--- src/rtl/serial_adder_if.sv ---
// ============================================================================
// Module  : serial_adder_if
// Brief   : Start/busy/done request bus for serial_adder. The sub line exists
//           only when SERIAL_ADDER_SUB_EN is defined.
// Revision: 1.0 - initial release
// ============================================================================
`default_nettype none

interface serial_adder_if #(
    parameter int WIDTH = 8
);
    logic             start;
    logic [WIDTH-1:0] a;
    logic [WIDTH-1:0] b;
    logic             cin;
`ifdef SERIAL_ADDER_SUB_EN
    logic             sub;
`endif
    logic             busy;
    logic             done;
    logic [WIDTH-1:0] sum;
    logic             cout;
    logic             ovf;

`ifdef SERIAL_ADDER_SUB_EN
    modport master (output start, a, b, cin, sub, input busy, done, sum, cout, ovf);
    modport slave  (input start, a, b, cin, sub, output busy, done, sum, cout, ovf);
`else
    modport master (output start, a, b, cin, input busy, done, sum, cout, ovf);
    modport slave  (input start, a, b, cin, output busy, done, sum, cout, ovf);
`endif
endinterface

`default_nettype wire

--- src/rtl/serial_adder.sv ---
// ============================================================================
// Module  : serial_adder
// Brief   : Multi-cycle WIDTH-bit adder reusing one DIGIT-bit ripple slice per
//           clock. Optional subtract mode enabled by SERIAL_ADDER_SUB_EN.
// Revision: 1.0 - initial release
// ============================================================================
`default_nettype none

module serial_adder #(
    parameter int WIDTH = 8,
    parameter int DIGIT = 1
) (
    input  wire logic     clk,
    input  wire logic     rst_n,
    serial_adder_if.slave bus
);
    localparam int STEPS = WIDTH / DIGIT;
    localparam int CW    = $clog2(STEPS + 1);
    localparam logic [CW-1:0] LAST_STEP = CW'(STEPS - 1);

    localparam logic [1:0] S_IDLE = 2'd0;
    localparam logic [1:0] S_ADD  = 2'd1;
    localparam logic [1:0] S_DONE = 2'd2;

    logic [1:0]       state_q, state_d;
    logic [CW-1:0]    cnt_q, cnt_d;
    logic [WIDTH-1:0] a_q, a_d;
    logic [WIDTH-1:0] b_q, b_d;
    logic             carry_q, carry_d;
    logic [WIDTH-1:0] part_q, part_d;
    logic             amsb_q, amsb_d;
    logic             bmsb_q, bmsb_d;
    logic [WIDTH-1:0] sum_q, sum_d;
    logic             cout_q, cout_d;
    logic             ovf_q, ovf_d;

    logic [WIDTH-1:0] w_beff;
    logic             w_ceff;
    logic [DIGIT-1:0] w_dsum;
    logic             w_dcarry;
    logic [WIDTH-1:0] w_part_next;

`ifdef SERIAL_ADDER_SUB_EN
    // Subtraction is a + ~b + 1; the caller's carry-in is overridden.
    assign w_beff = bus.sub ? ~bus.b : bus.b;
    assign w_ceff = bus.sub ? 1'b1   : bus.cin;
`else
    assign w_beff = bus.b;
    assign w_ceff = bus.cin;
`endif

    always_comb begin
        logic c;
        c      = carry_q;
        w_dsum = '0;
        for (int i = 0; i < DIGIT; i++) begin
            w_dsum[i] = a_q[i] ^ b_q[i] ^ c;
            c         = (a_q[i] & b_q[i]) | (c & (a_q[i] ^ b_q[i]));
        end
        w_dcarry = c;
    end

    // New digit enters at the MSB end; after STEPS shifts the result is aligned.
    assign w_part_next = WIDTH'({w_dsum, part_q} >> DIGIT);

    always_comb begin
        state_d = state_q;
        cnt_d   = cnt_q;
        a_d     = a_q;
        b_d     = b_q;
        carry_d = carry_q;
        part_d  = part_q;
        amsb_d  = amsb_q;
        bmsb_d  = bmsb_q;
        sum_d   = sum_q;
        cout_d  = cout_q;
        ovf_d   = ovf_q;
        case (state_q)
            S_IDLE, S_DONE: begin
                state_d = S_IDLE;
                if (bus.start) begin
                    state_d = S_ADD;
                    cnt_d   = '0;
                    a_d     = bus.a;
                    b_d     = w_beff;
                    carry_d = w_ceff;
                    part_d  = '0;
                    amsb_d  = bus.a[WIDTH-1];
                    bmsb_d  = w_beff[WIDTH-1];
                end
            end
            S_ADD: begin
                a_d     = a_q >> DIGIT;
                b_d     = b_q >> DIGIT;
                carry_d = w_dcarry;
                part_d  = w_part_next;
                cnt_d   = cnt_q + CW'(1);
                if (cnt_q == LAST_STEP) begin
                    state_d = S_DONE;
                    sum_d   = w_part_next;
                    cout_d  = w_dcarry;
                    ovf_d   = (amsb_q == bmsb_q) && (w_part_next[WIDTH-1] != amsb_q);
                end
            end
            default: state_d = S_IDLE;
        endcase
    end

    always_ff @(posedge clk or negedge rst_n) begin
        if (!rst_n) begin
            state_q <= S_IDLE;
            cnt_q   <= '0;
            a_q     <= '0;
            b_q     <= '0;
            carry_q <= 1'b0;
            part_q  <= '0;
            amsb_q  <= 1'b0;
            bmsb_q  <= 1'b0;
            sum_q   <= '0;
            cout_q  <= 1'b0;
            ovf_q   <= 1'b0;
        end else begin
            state_q <= state_d;
            cnt_q   <= cnt_d;
            a_q     <= a_d;
            b_q     <= b_d;
            carry_q <= carry_d;
            part_q  <= part_d;
            amsb_q  <= amsb_d;
            bmsb_q  <= bmsb_d;
            sum_q   <= sum_d;
            cout_q  <= cout_d;
            ovf_q   <= ovf_d;
        end
    end

    assign bus.busy = (state_q == S_ADD);
    assign bus.done = (state_q == S_DONE);
    assign bus.sum  = sum_q;
    assign bus.cout = cout_q;
    assign bus.ovf  = ovf_q;

endmodule

`default_nettype wire

--- src/flat_wrapper.sv ---
// flat-port wrapper written by rule: the top's interface ports become plain ports
module serial_adder_flat 
#(
    parameter int WIDTH = 8,
    parameter int DIGIT = 1
)
  (clk, rst_n, bus_start, bus_a, bus_b, bus_cin, bus_busy, bus_done, bus_sum, bus_cout, bus_ovf);
  serial_adder_if #(.WIDTH(WIDTH)) bus_i ();
  input  wire logic clk;
  input  wire logic rst_n;
  input wire logic [$bits(bus_i.start)-1:0] bus_start;
  input wire logic [$bits(bus_i.a)-1:0] bus_a;
  input wire logic [$bits(bus_i.b)-1:0] bus_b;
  input wire logic [$bits(bus_i.cin)-1:0] bus_cin;
  output wire logic [$bits(bus_i.busy)-1:0] bus_busy;
  output wire logic [$bits(bus_i.done)-1:0] bus_done;
  output wire logic [$bits(bus_i.sum)-1:0] bus_sum;
  output wire logic [$bits(bus_i.cout)-1:0] bus_cout;
  output wire logic [$bits(bus_i.ovf)-1:0] bus_ovf;
  assign bus_i.start = bus_start;
  assign bus_i.a = bus_a;
  assign bus_i.b = bus_b;
  assign bus_i.cin = bus_cin;
  assign bus_busy = bus_i.busy;
  assign bus_done = bus_i.done;
  assign bus_sum = bus_i.sum;
  assign bus_cout = bus_i.cout;
  assign bus_ovf = bus_i.ovf;
  serial_adder #(.WIDTH(WIDTH), .DIGIT(DIGIT)) u_core (.clk(clk), .rst_n(rst_n), .bus(bus_i));
endmodule
--- config.mk ---
export PLATFORM = sky130hd
export DESIGN_NAME = serial_adder_flat
export DESIGN_NICKNAME = d
export VERILOG_FILES = /design/src/rtl/serial_adder_if.sv /design/src/rtl/serial_adder.sv /design/src/flat_wrapper.sv
export SDC_FILE = /design/constraint.sdc
export NUM_CORES = 1
export LEC_CHECK = 0
export BUFFER_PORTS_ARGS = -buffer_cell sky130_fd_sc_hd__buf_2
export CAP_MARGIN = 20
export CORE_MARGIN = 3
export CORE_UTILIZATION = 54
export CTS_CLUSTER_DIAMETER = 150
export DETAILED_ROUTE_END_ITERATION = 8
export PLACE_DENSITY = 0.86
export SLEW_MARGIN = 20
export SYNTH_ARGS = -nofsm -noshare
export SYNTH_HDL_FRONTEND = slang
export SYNTH_SLANG_ARGS = --single-unit
--- constraint.sdc ---
create_clock -name clk -period 2.3 [get_ports clk]
set_clock_uncertainty 0.15 [all_clocks]
set_input_delay 0.46 -clock clk [delete_from_list [all_inputs] [get_ports clk]]
set_output_delay 0.46 -clock clk [all_outputs]
set_load 0.005 [all_outputs]
==> summary.md, run 1 <==
| Metric | Value |
|---|---|
| Gpl congestion | 0.758 |
| Clk network pwr share | 0.156 |
| Gr ovfl total | 0 |
| Layout Nets | 204 |
| Max-cap viol count | 0 |
| Skew-Pair Late Insertion Delay | approximately 340 ps |
| Synth top area cells | dfrtp_1 (59%), mux2_4 (5.9%), a22oi_1 (5.1%) |
| Internal power | 1.77 mW |
| Post-Syn Area | 1780 µm² |
| Post-Syn Nets | 170 |
| Most common cell in the synthesized netlist | dfrtp_1 |
| RSZ-0062 raised after global routing | false |
| Crit-path cells | nand2b_1 > inv_4 > buf_2 |
| Largest net degree at the start of global routing | 43 |
| Vias per inst | approximately 5.5 |
| Final setup viols | 0 |
| Initial Util | 0.573 |
| End of the worst register-to-register path | u_core.bus.ovf |
| Sw Pwr | 0.985 mW |
| Status | finished clean |
| Number of remaining DRC errors | 0 |
| Wire per inst | 15.5 µm |
| Antenna-violating nets left | 0 |
| Setup TNS | 0 ps |
| Non-Filler Instances | 227 |
| Clock sinks | 42 |
| Ys async rst share | 1.00 |
| Max Clk Rate | 465 MHz |
| Seq/Total Area, Yosys | 0.591 |
| Antenna violations before repair | 0 |
| CTS max path bufs | 2 |
| YS warnings | 0 |
| EDFF count, synth | 0 |
| Final Cycle Share | 0.935 |
| Num CTS Buffers | 5 |
| TritonRoute pass-1 iters | 4 |
| Die W | 63.4 µm |
| Port bufs | 31 |
| Yosys top cell area share | 0.591 |
| R2R Setup Slk | 430 ps |
| Critical path buffers and inverters | 2 |
| Reg clk slew, reported paths | 110 ps |
| Switching share of total power | 0.357 |
| CP max FO | 18 |
| Register bit total from synthesis | 42 |
| First-pass GRT wire length | 6020 µm |
| Maximum vdd drop | 0.708 mV |
| DP Wirelength | approximately 2500 µm |
| Initial detailed-routing violation count | 96 |
| FF-to-FF path depth | 4 |
| Seq pwr share | 0.455 |
| CP top delay family | buffers and inverters |
| Critical Path End Type | primary output |
| Synth Flop Type | dfrtp_1 |
| Total length of routed wires | 3520 µm |
| Placed Cells | 219 |
| Max-slew violation count | 0 |
| Kind of critical path | reg -> out |
| Post-Syn Instances | 148 |
| Share of post-route cells with drive strength above 1 | 0.301 |
| Layout area overhead | 15.6% |
| Distinct cells, synth | 25 |
| Rel. slew slack | 0.599 |
| Core Area | 3100 µm² |
| Final Hold Viols | 0 |
| Root Buffer | clkbuf_4 |
| Req. time, crit path | 1690 ps |
| Crit path launch type | register |
| Hold Path Class | in -> async |
| Tmin final | 2150 ps |
| Vias in the first global route | 1269 |
| # hold bufs at CTS | 0 |
| Diode count | 0 |
| IO Count | 32 |
| H-tree Lvls | 2 |
| CTS tree | done |
| Cell Rows | 20 |
| Vias | 1252 |
| Syn avg cell area | 12.0 µm² |
| Critical path arrival | 1540 ps |
| Post-CTS Setup Bufs | 0 |
| Die height | 63.4 µm |
| Gate power share | 0.389 |
| Static Leak | 1.04 nW |
| Worst Tran Pin Value | around 600 ps |
| Area of the die | 4020 µm² |
| Biggest area consumer among synthesized cells | dfrtp_1 |
| FF-to-FF Start | u_core.state_q[1] |
| Most frequent cells after synthesis | dfrtp_1 (42), nand2_1 (22), nand3_1 (14) |
| Max incr delay on CP | around 380 ps |
| Crit-path slowest cell | dfrtp_1 |
| Power Dens Cells | between 1000 and 1500 nW/µm² |
| Tot GR Track Use | 0.201 |
[per-stage QoR]
step / power [mW] / hold WS [ps] / utilization / worst slack [ps] / cell area [µm²]
2_1_floorplan: 2.01 / 14.4 / - / 648 / 1780
3_3_place_gp: 2.25 / 328 / 0.636 / 515 / 1970
3_5_place_dp: 2.35 / 343 / 0.636 / 481 / 1970
4_1_cts: 2.78 / 13.0 / 0.662 / 84.8 / 2050
5_1_grt: 2.99 / 14.4 / 0.663 / 44.1 / 2060
6_report: 2.76 / 4.41 / 0.663 / 149 / 2060
[final cells by class]
class | count | area [µm²]
Clock buffer | 8 | 78.8
Fill cell | 262 | 1050
Inverter | 6 | 25.0
Multi-Input combinational cell | 90 | 646
Sequential cell | 42 | 1050
Tap cell | 44 | 55.1
Timing Repair Buffer | 37 | 200
[metal layers]
metal | global-route usage | part of all wire | vias up
met5 | 0 | 0 | -
met4 | 0.0728 | 0.014 | 0
met1 | 0.255 | 0.44 | 622
met3 | 0.0749 | 0.054 | 5
li1 | - | - | 592
met2 | 0.316 | 0.49 | 33
[state kept, by name, indices dropped and copies added (netlist names)]
| name | flops |
|---|---|
| u_core.bus.ovf | 1 |
| u_core.a_q | 8 |
| u_core.state_q | 2 |
| u_core.amsb_q | 1 |
| u_core.bus.sum | 8 |
| u_core.cnt_q | 4 |
| u_core.part_q | 7 |
| u_core.bus.cout | 1 |
| u_core.bmsb_q | 1 |
| u_core.b_q | 8 |
| u_core.carry_q | 1 |
[logic make-up after synthesis]
logic type                 count (synthesis)  synth area share
and+or+nand+nor                           48             0.129
DFF                                       42             0.591
AOI/OAI and AO/OA                         28             0.127
buffers and inverters                     16            0.0457
muxes                                     12            0.0880
adders and majority gates                  2            0.0183
[power by group through the flow]
stage / Combinational, mW / Clock, mW / Sequential (mW)
6_report: 1.07 / 0.431 / 1.26
4_1_cts: 1.08 / 0.448 / 1.26
2_1_floorplan: 0.793 / 0 / 1.22
3_3_place_gp: 1.01 / 0 / 1.24
3_5_place_dp: 1.07 / 0 / 1.27
5_1_grt: 1.20 / 0.489 / 1.30
[placed cells by master, fill, tap and decap left out, types with 2 or more instances in the layout]
cell / n
buf_4: 6
a221o_1: 3
clkbuf_4: 5
a22o_1: 10
clkbuf_8: 3
mux2_4: 7
buf_2: 31
a22oi_1: 12
nor2b_1: 3
o21ai_0: 2
nor2_1: 2
mux2i_1: 4
dfrtp_1: 42
nand2_1: 22
nor3_1: 2
nand3_1: 14
inv_1: 5
nand2b_1: 2
[how the worst max path moves through the flow]
stage / start / endpoint / slack [ps] / cells past startpoint
global route: u_core.state_q[1] / bus_busy / 40 / 3
finish: u_core.state_q[1] / bus_busy / 150 / 3
floorplan: u_core.carry_q / u_core.bus.ovf / 650 / 5
detailed placement: u_core.state_q[1] / u_core.bus.ovf / 480 / 4
CTS: u_core.state_q[1] / bus_busy / 80 / 3
global placement: u_core.state_q[1] / bus_busy / 510 / 3
[repair_timing]
| item | 4_1_cts | 5_1_grt |
|---|---|---|
| setup endpoints to repair | 0 | 1 |
| endpoints found under the hold margin | 0 | 0 |
| resized for setup | 0 | 1 |
(Power assumes the default switching activity.)
==> run 2, diff against run 1 <==
PLACE_DENSITY = 0.85   (was 0.86)
==> run 2 against run 1 <==
  * Combinational power about the same
  * Cell area decreased by 1.8%
  * Sequential cell count unchanged
  * Clock power decreased by 25%
  * Sequential power about the same
  * First-iteration DRC count decreased by 42%
  * Setup slack got worse by 14 ps
  * Critical path type unchanged
  * Critical endpoint unchanged
  * Largest cell class unchanged
  * Largest power group unchanged
  * Highest routed layer unchanged
==> summary.md, run 2 (synthesis results as in run 1) <==
| Metric | Value |
|---|---|
| Critical Path Start | u_core.state_q[1] |
| Vias | approximately 1300 |
| End of the worst register-to-register path | u_core.bus.sum[5] |
| Final design utilization | 0.651 |
| Initial Util | 0.573 |
| Tmin final | roughly 2200 ps |
| Area of the die | 4020 µm² |
| Max-cap viol count | 0 |
| Critical path buffers and inverters | 2 |
| Max-slew violation count | 0 |
| Final Hold Viols | 0 |
| Crit path launch type | register |
| Worst Tran Pin Value | 641 ps |
| FF-to-FF Start | u_core.state_q[1] |
| Clock sinks | 42 |
| Hold Path Class | in -> async |
| Status | finished clean |
| Port bufs | 31 |
| Total length of routed wires | 3460 µm |
| Tot GR Track Use | 0.201 |
| Gr ovfl total | 0 |
| Skew-Pair Late Insertion Delay | 340 ps |
| Vias per inst | 5.63 |
| Final Cycle Share | 0.941 |
| Total power | around 2.6 mW |
| Critical Path End Type | primary output |
| First-pass GRT wire length | 6240 µm |
| Root Buffer | clkbuf_4 |
| H-tree Lvls | 2 |
| Kind of critical path | reg -> out |
| FF+latch area | approximately 1100 µm² |
| Max incr delay on CP | 390 ps |
| Antenna-violating nets left | 0 |
| Die height | 63.4 µm |
| Gpl congestion | 0.789 |
| Final setup viols | 0 |
| Crit-path slowest cell | dfrtp_1 |
| Vias in the first global route | 1365 |
| Reg clk slew, reported paths | around 110 ps |
| Post-CTS Setup Bufs | 0 |
| Diode count | 0 |
| Layout area overhead | 13.6% |
| Number of remaining DRC errors | 0 |
| Fill count | 259 |
| Rel. slew slack | 0.573 |
| Max Clk Rate | 462 MHz |
| TritonRoute pass-1 iters | 4 |
| Most frequent cells in the layout | dfrtp_1 (42), buf_2 (31), nand2_1 (22), nand3_1 (14), a22oi_1 (12) |
| Die W | ~63 µm |
| CTS tree | done |
| Req. time, crit path | 1690 ps |
| CP max FO | 15 |
| Post-Place Worst Slack | about 480 ps |
| DP Wirelength | 2500 µm |
| IO Count | 32 |
| Setup TNS | 0 ps |
| Critical path arrival | 1550 ps |
| Share of post-route cells with drive strength above 1 | 0.286 |
| FF-to-FF path depth | 4 |
| CP top delay family | buffers and inverters |
| RSZ-0062 raised after global routing | false |
| Commonest non-fill, non-tap cell in the layout | dfrtp_1 |
| Core Area | roughly 3100 µm² |
| Crit-path cells | nand2b_1 > inv_2 > buf_2 |
| Layout Nets | ~200 |
| # hold bufs at CTS | 0 |
| CTS max path bufs | 2 |
| Multi-input logic area | 646 µm² |
| Power Dens Cells | 1310 nW/µm² |
| Hold WS | 0.537 ps |
| Wire per inst | 15.3 µm |
| Static Leak | 1.02 nW |
| Cell Rows | 20 |
| Largest net degree at the start of global routing | between 40 and 50 |
| Post-CTS sizing | 0 |
| Post-route setup slack | 136 ps |
| R2R Setup Slk | 470 ps |
| Antenna violations before repair | 0 |
| Initial detailed-routing violation count | 56 |
| Maximum vdd drop | 0.716 mV |
| Num CTS Buffers | 5 |
-- run 2: cell types whose count changed in the layout (fill, tap and decap cells not counted) --
cell	before	now
inv_2	0	1
clkbuf_1	0	2
inv_4	1	0
clkbuf_8	3	0
-- run 2: routing by layer --
layer | up-vias | track usage | share of wire | routed length, µm
li1 | 590 | - | - | -
met1 | 620 | 0.258 | 0.42 | 1450
met2 | 54 | 0.312 | 0.47 | 1640
met3 | 8 | 0.0784 | 0.084 | 290
met4 | 0 | 0.0674 | 0.021 | 74
met5 | - | 0 | 0 | 0
-- run 2: power breakdown --
part | switching (mW) | internal, mW | total [mW]
clock network | 0.209 | 0.116 | 0.325
registers | 0.197 | 1.05 | 1.25
logic | 0.560 | 0.511 | 1.07
total | 0.967 | 1.68 | 2.64
-- run 2: worst max path at each step --
stage,endpoint,cells past startpoint,slack (ps)
floorplan,u_core.bus.ovf,5,650
global placement,u_core.bus.ovf,5,530
detailed placement,u_core.bus.sum[5],4,480
CTS,bus_busy,3,140
global route,bus_busy,3,8
finish,bus_busy,3,140
-- run 2: through the flow --
stage	std cells	area [µm²]
detailed placement	219	1970
finish	226	2020
floorplan	148	1780
global route	226	2020
global placement	219	1970
CTS	226	2020
-- run 2: worst register-to-register path, stage by stage, from the launching register on --
cell and delay, ps:
dfrtp_1 390, nand2b_1 340, nor3_4 280, buf_4 250
mux2_4 320
-- run 2: final cells by class --
cell class | count | share of cell area
tap | 44 | 0.0273
sequential | 42 | 0.520
inverter | 6 | 0.0112
multi-input combinational | 90 | 0.320
clock buffer | 7 | 0.0223
timing repair buffer | 37 | 0.0991
